## src/rtl/keypad_entry_ctrl.sv

```systemverilog
// Keypad entry controller: turns debounced key presses into one-cycle write strobes
// for the four operand digit memories, and sequences a four-strobe clear of all slots.
module keypad_entry_ctrl #(
    parameter logic [3:0] NEXT_CODE  = 4'hA,
    parameter logic [3:0] CLEAR_CODE = 4'hF
) (
    input  logic       clk,
    input  logic       rst,
    input  logic       key_pressed,
    input  logic [3:0] key_code,
    output logic [3:0] digit,
    output logic [3:0] sel,
    output logic [1:0] entry_pos,
    output logic       entry_done,
    output logic       busy
);

    typedef enum logic [3:0] {
        ENT_L1, ENT_L0, ENT_R1, ENT_R0, FULL, CLR0, CLR1, CLR2, CLR3
    } state_t;

    state_t     state, state_n;
    logic       prev_key;
    logic       press;
    logic [3:0] digit_n;
    logic [3:0] sel_n;
    logic [1:0] pos_n;
    logic       done_n;
    logic       busy_n;

    // prev_key resets high so a key held across reset release is not a press
    assign press = key_pressed & ~prev_key;

    always_comb begin
        state_n = state;
        digit_n = digit;
        sel_n   = 4'b0000;
        pos_n   = 2'd0;
        done_n  = 1'b0;
        busy_n  = 1'b0;

        case (state)
            ENT_L1, ENT_L0, ENT_R1, ENT_R0: begin
                if (press) begin
                    if (key_code == CLEAR_CODE) begin
                        state_n = CLR0;
                    end else if (key_code == NEXT_CODE) begin
                        if (state == ENT_L1 || state == ENT_L0)
                            state_n = ENT_R1;
                    end else if (key_code <= 4'd9) begin
                        digit_n = key_code;
                        sel_n   = 4'b0001 << entry_pos;
                        case (state)
                            ENT_L1:  state_n = ENT_L0;
                            ENT_L0:  state_n = ENT_R1;
                            ENT_R1:  state_n = ENT_R0;
                            default: state_n = FULL;
                        endcase
                    end
                end
            end
            FULL: begin
                if (press && key_code == CLEAR_CODE)
                    state_n = CLR0;
            end
            CLR0:    state_n = CLR1;
            CLR1:    state_n = CLR2;
            CLR2:    state_n = CLR3;
            CLR3:    state_n = ENT_L1;
            default: state_n = ENT_L1;
        endcase

        // Outputs are registered, so they are derived from the state being entered
        case (state_n)
            ENT_L1: pos_n = 2'd0;
            ENT_L0: pos_n = 2'd1;
            ENT_R1: pos_n = 2'd2;
            ENT_R0: pos_n = 2'd3;
            FULL: begin
                pos_n  = 2'd3;
                done_n = 1'b1;
            end
            CLR0: begin
                sel_n   = 4'b0001;
                digit_n = 4'd0;
                busy_n  = 1'b1;
            end
            CLR1: begin
                sel_n   = 4'b0010;
                digit_n = 4'd0;
                busy_n  = 1'b1;
            end
            CLR2: begin
                sel_n   = 4'b0100;
                digit_n = 4'd0;
                busy_n  = 1'b1;
            end
            CLR3: begin
                sel_n   = 4'b1000;
                digit_n = 4'd0;
                busy_n  = 1'b1;
            end
            default: pos_n = 2'd0;
        endcase
    end

    always_ff @(posedge clk) begin
        if (rst) begin
            state      <= ENT_L1;
            prev_key   <= 1'b1;
            digit      <= 4'd0;
            sel        <= 4'b0000;
            entry_pos  <= 2'd0;
            entry_done <= 1'b0;
            busy       <= 1'b0;
        end else begin
            state      <= state_n;
            prev_key   <= key_pressed;
            digit      <= digit_n;
            sel        <= sel_n;
            entry_pos  <= pos_n;
            entry_done <= done_n;
            busy       <= busy_n;
        end
    end

endmodule

```

## config.mk

```make
export PLATFORM = sky130hd
export DESIGN_NAME = keypad_entry_ctrl
export DESIGN_NICKNAME = d
export VERILOG_FILES = /design/src/rtl/keypad_entry_ctrl.sv
export SDC_FILE = /design/constraint.sdc
export NUM_CORES = 1
export LEC_CHECK = 0
export BUFFER_PORTS_ARGS = -buffer_cell sky130_fd_sc_hd__buf_4
export CAP_MARGIN = 20
export CORE_MARGIN = 4
export CORE_UTILIZATION = 45
export CTS_CLUSTER_SIZE = 28
export DETAILED_ROUTE_END_ITERATION = 6
export PLACE_DENSITY_LB_ADDON = 0.2
export SYNTH_ARGS = -nofsm -noshare
export SYNTH_HDL_FRONTEND = slang
export SYNTH_SLANG_ARGS = --single-unit
```

## constraint.sdc

```tcl
create_clock -name clk -period 1.7 [get_ports clk]
set_clock_uncertainty 0.05 [all_clocks]
set_input_delay 0.425 -clock clk [delete_from_list [all_inputs] [get_ports clk]]
set_output_delay 0.425 -clock clk [all_outputs]
set_load 0.02 [all_outputs]
```

==> metrics.txt <==
Via-to-Cell Ratio=5.422; IO Count=19; Least-Margin Pin Slew=0.2944 ns; final RePlAce weighted congestion=0.8240; crit path from=state[0]$_SDFF_PP0_; Synth Cell Area=780.7 µm²; WP data required=1.84 ns; Tcrit/Tclk final=94.46%; initial DRC count=22; Die H=49.66 µm; Final Max Tran Viols=0; ys async rst share=0%; Row Count=14; Synth Area in Compound Gates=17.31%; post-synthesis sequential area ratio=43.59%; ANT nets after route=0; gr ovfl total=0; Root Buffer=clkbuf_4; number of distinct library cells after synthesis=32; largest family of logic cells by synthesized area=simple AND/OR/NAND/NOR gates; DRC viols=0; post-synthesis mux area share=5.128%; peak supply drop=437.9 µV; Post-DP HPWL=1333 µm; Reg-to-Reg Start=state[0]$_SDFF_PP0_; fmax=622.8 MHz; gr usage total=16.03%; Routed WL=1730 µm; clock buffer depth=2; WL/cell=13.52 µm; Pre-antenna DRT Iters=4; run status=complete, no violations; crit start category=flip-flop; share of cells above drive strength 1=39.29%; adder-cell share of the synthesized area=0%; Sink Count=17; Yosys top cell area share=43.59%; crit path to=digit[2]$_SDFFE_PP0P_; clock transition at the registers of the reported paths=0.10 ns; DIE AREA=2466 µm²; worst-path fanout max=7; commonest non-fill, non-tap cell in the layout=buf_4; Post-synth EDFFs=0; Synth Net Count=89; count of final hold-check violations=0; Worst EP arrival=1.75 ns; first-pass GRT wire length=3091 µm; Syn Area/Cell=9.521 µm²; Worst-Skew Late Latency=0.29 ns; Core Region=1577 µm²; number of global-route vias before repair=701; Ys Warns=0; largest area contributor in the netlist=dfxtp_1; RSZ-0062 raised after global routing=false; worst r2r dst=digit[2]$_SDFFE_PP0P_; pin count of the biggest net entering global routing=10; Synth area leaders=dfxtp_1 (44%), nor3_1 (5.8%), mux2i_1 (5.1%), nand2_1 (3.8%), nor2_1 (2.9%); worst hold slack=0.2970 ns; Starting Density=49.52%; Die X=49.66 µm; max_slew headroom=80.23%; area grow syn2layout=33.81%; leading cell types in the layout, fill and taps excluded=buf_4 (29), dfxtp_1 (16), nor3_1 (9), nand2_1 (8), nor2_1 (6); # Post-CTS Setup Buffers=0; CTS Buf Count=3; crit path capture type=flip-flop; PD cells=697.6 nW/µm²; XOR/XNOR Fraction of Synth Area=2.244%; Port Buf Inserts=18; worst reg2reg path depth=5; Gate Count Post-Synth=82; # diodes=0; simple-gate share of the synthesized area=29.01%; via count=694; Leakage=0.4772 nW; worst-case register-to-register setup slack=0.09 ns; crit path kind=flip-flop to flip-flop; Synth Register Bits=17; Max-Cap Viols=0; top_reg_cell synth=dfxtp_1; setup violators final=0; Setup TNS Final=0 ns; Final Net Count=120; initial antenna violation count=0; H-tree levels=1; CTS tree=yes; HP Class=primary input to flip-flop; Final min period=1.606 ns
==> synth_stat cells (2+ instances only) <==
| library cell | count |
|---|---|
| xor2_1 | 2 |
| inv_1 | 2 |
| nand3_1 | 2 |
| nand2_1 | 8 |
| nand4_1 | 2 |
| nor3_2 | 2 |
| nand2b_1 | 3 |
| dfxtp_1 | 17 |
| nor3_1 | 9 |
| o31ai_1 | 2 |
| o21ai_0 | 3 |
| a21o_1 | 2 |
| nor2_1 | 6 |
| mux2i_1 | 4 |
==> worst max-delay path: stages (launching register included) <==
cell and delay (ns):
dfxtp_1 0.43, nand2_1 0.12, xor2_1 0.16, o41a_4 0.49, a21boi_4 0.20, nor3_1 0.07
==> repair_timing <==
action | 4_1_cts | 5_1_grt
setup endpoints to repair | 0 | 8
endpoints found under the hold margin | 0 | 0
resized for setup | 0 | 3
hold buffers | 0 | 0
==> per-stage QoR <==
stage               instances  setup WS [ns]  cell area [µm²]  utilization [%]  power [mW]
detailed placement        124       -0.07713             1005            63.73      0.5251
CTS                       128        0.06026             1031            65.40      0.7346
global route              128       0.001984             1045            66.27      0.7697
global placement          124       -0.05486             1005            63.73      0.5243
finish                    128        0.09422             1045            66.27      0.7288
floorplan                  82        0.07422            780.7                -      0.4786
==> worst min path at each step <==
stage | from | end | slack (ns) | depth (start not counted)
after CTS | key_pressed | prev_key$_SDFF_PP1_ | 0.29 | 2
after detailed placement | entry_pos[0]$_SDFF_PP0_ | sel[1]$_SDFF_PP0_ | 0.46 | 2
final | key_pressed | prev_key$_SDFF_PP1_ | 0.30 | 2
after global routing | key_pressed | prev_key$_SDFF_PP1_ | 0.29 | 2
after global placement | entry_pos[0]$_SDFF_PP0_ | sel[3]$_SDFF_PP0_ | 0.47 | 2
after floorplan | key_pressed | prev_key$_SDFF_PP1_ | 0.48 | 1
==> final cells by class <==
type,count,area [µm²]
Tap cell,16,20.02
Clock buffer,4,26.28
Inverter,2,7.507
Multi-Input combinational cell,60,431.7
Fill cell,138,531.8
Sequential cell,17,341.6
Timing Repair Buffer,29,217.7
==> metal layers <==
metal	part of all wire [%]	up-vias	track usage [%]
met3	5.3	2	3.916
li1	-	356	-
met1	48	315	22.34
met2	45	21	23.13
met5	0	-	0
met4	0.92	0	6.912
==> power by group <==
group,internal [mW],switching [mW],total [mW]
combinational,0.0501,0.0531,0.103
sequential,0.407,0.00805,0.415
clock,0.0911,0.120,0.211
==> state kept, by name (all words and copies together), names as in the netlist <==
signal,cells
busy,1
digit,4
entry_done,1
entry_pos,2
prev_key,1
sel,4
state,4
==> cell families after synthesis <==
| logic type | count (synthesis) |
|---|---|
| XOR/XNOR | 2 |
| flip-flops | 17 |
| buffers and inverters | 5 |
| AND/OR/NAND/NOR | 40 |
| multiplexers | 4 |
| AO/OA/AOI/OAI | 14 |
Power figures use the tool's default switching activity.
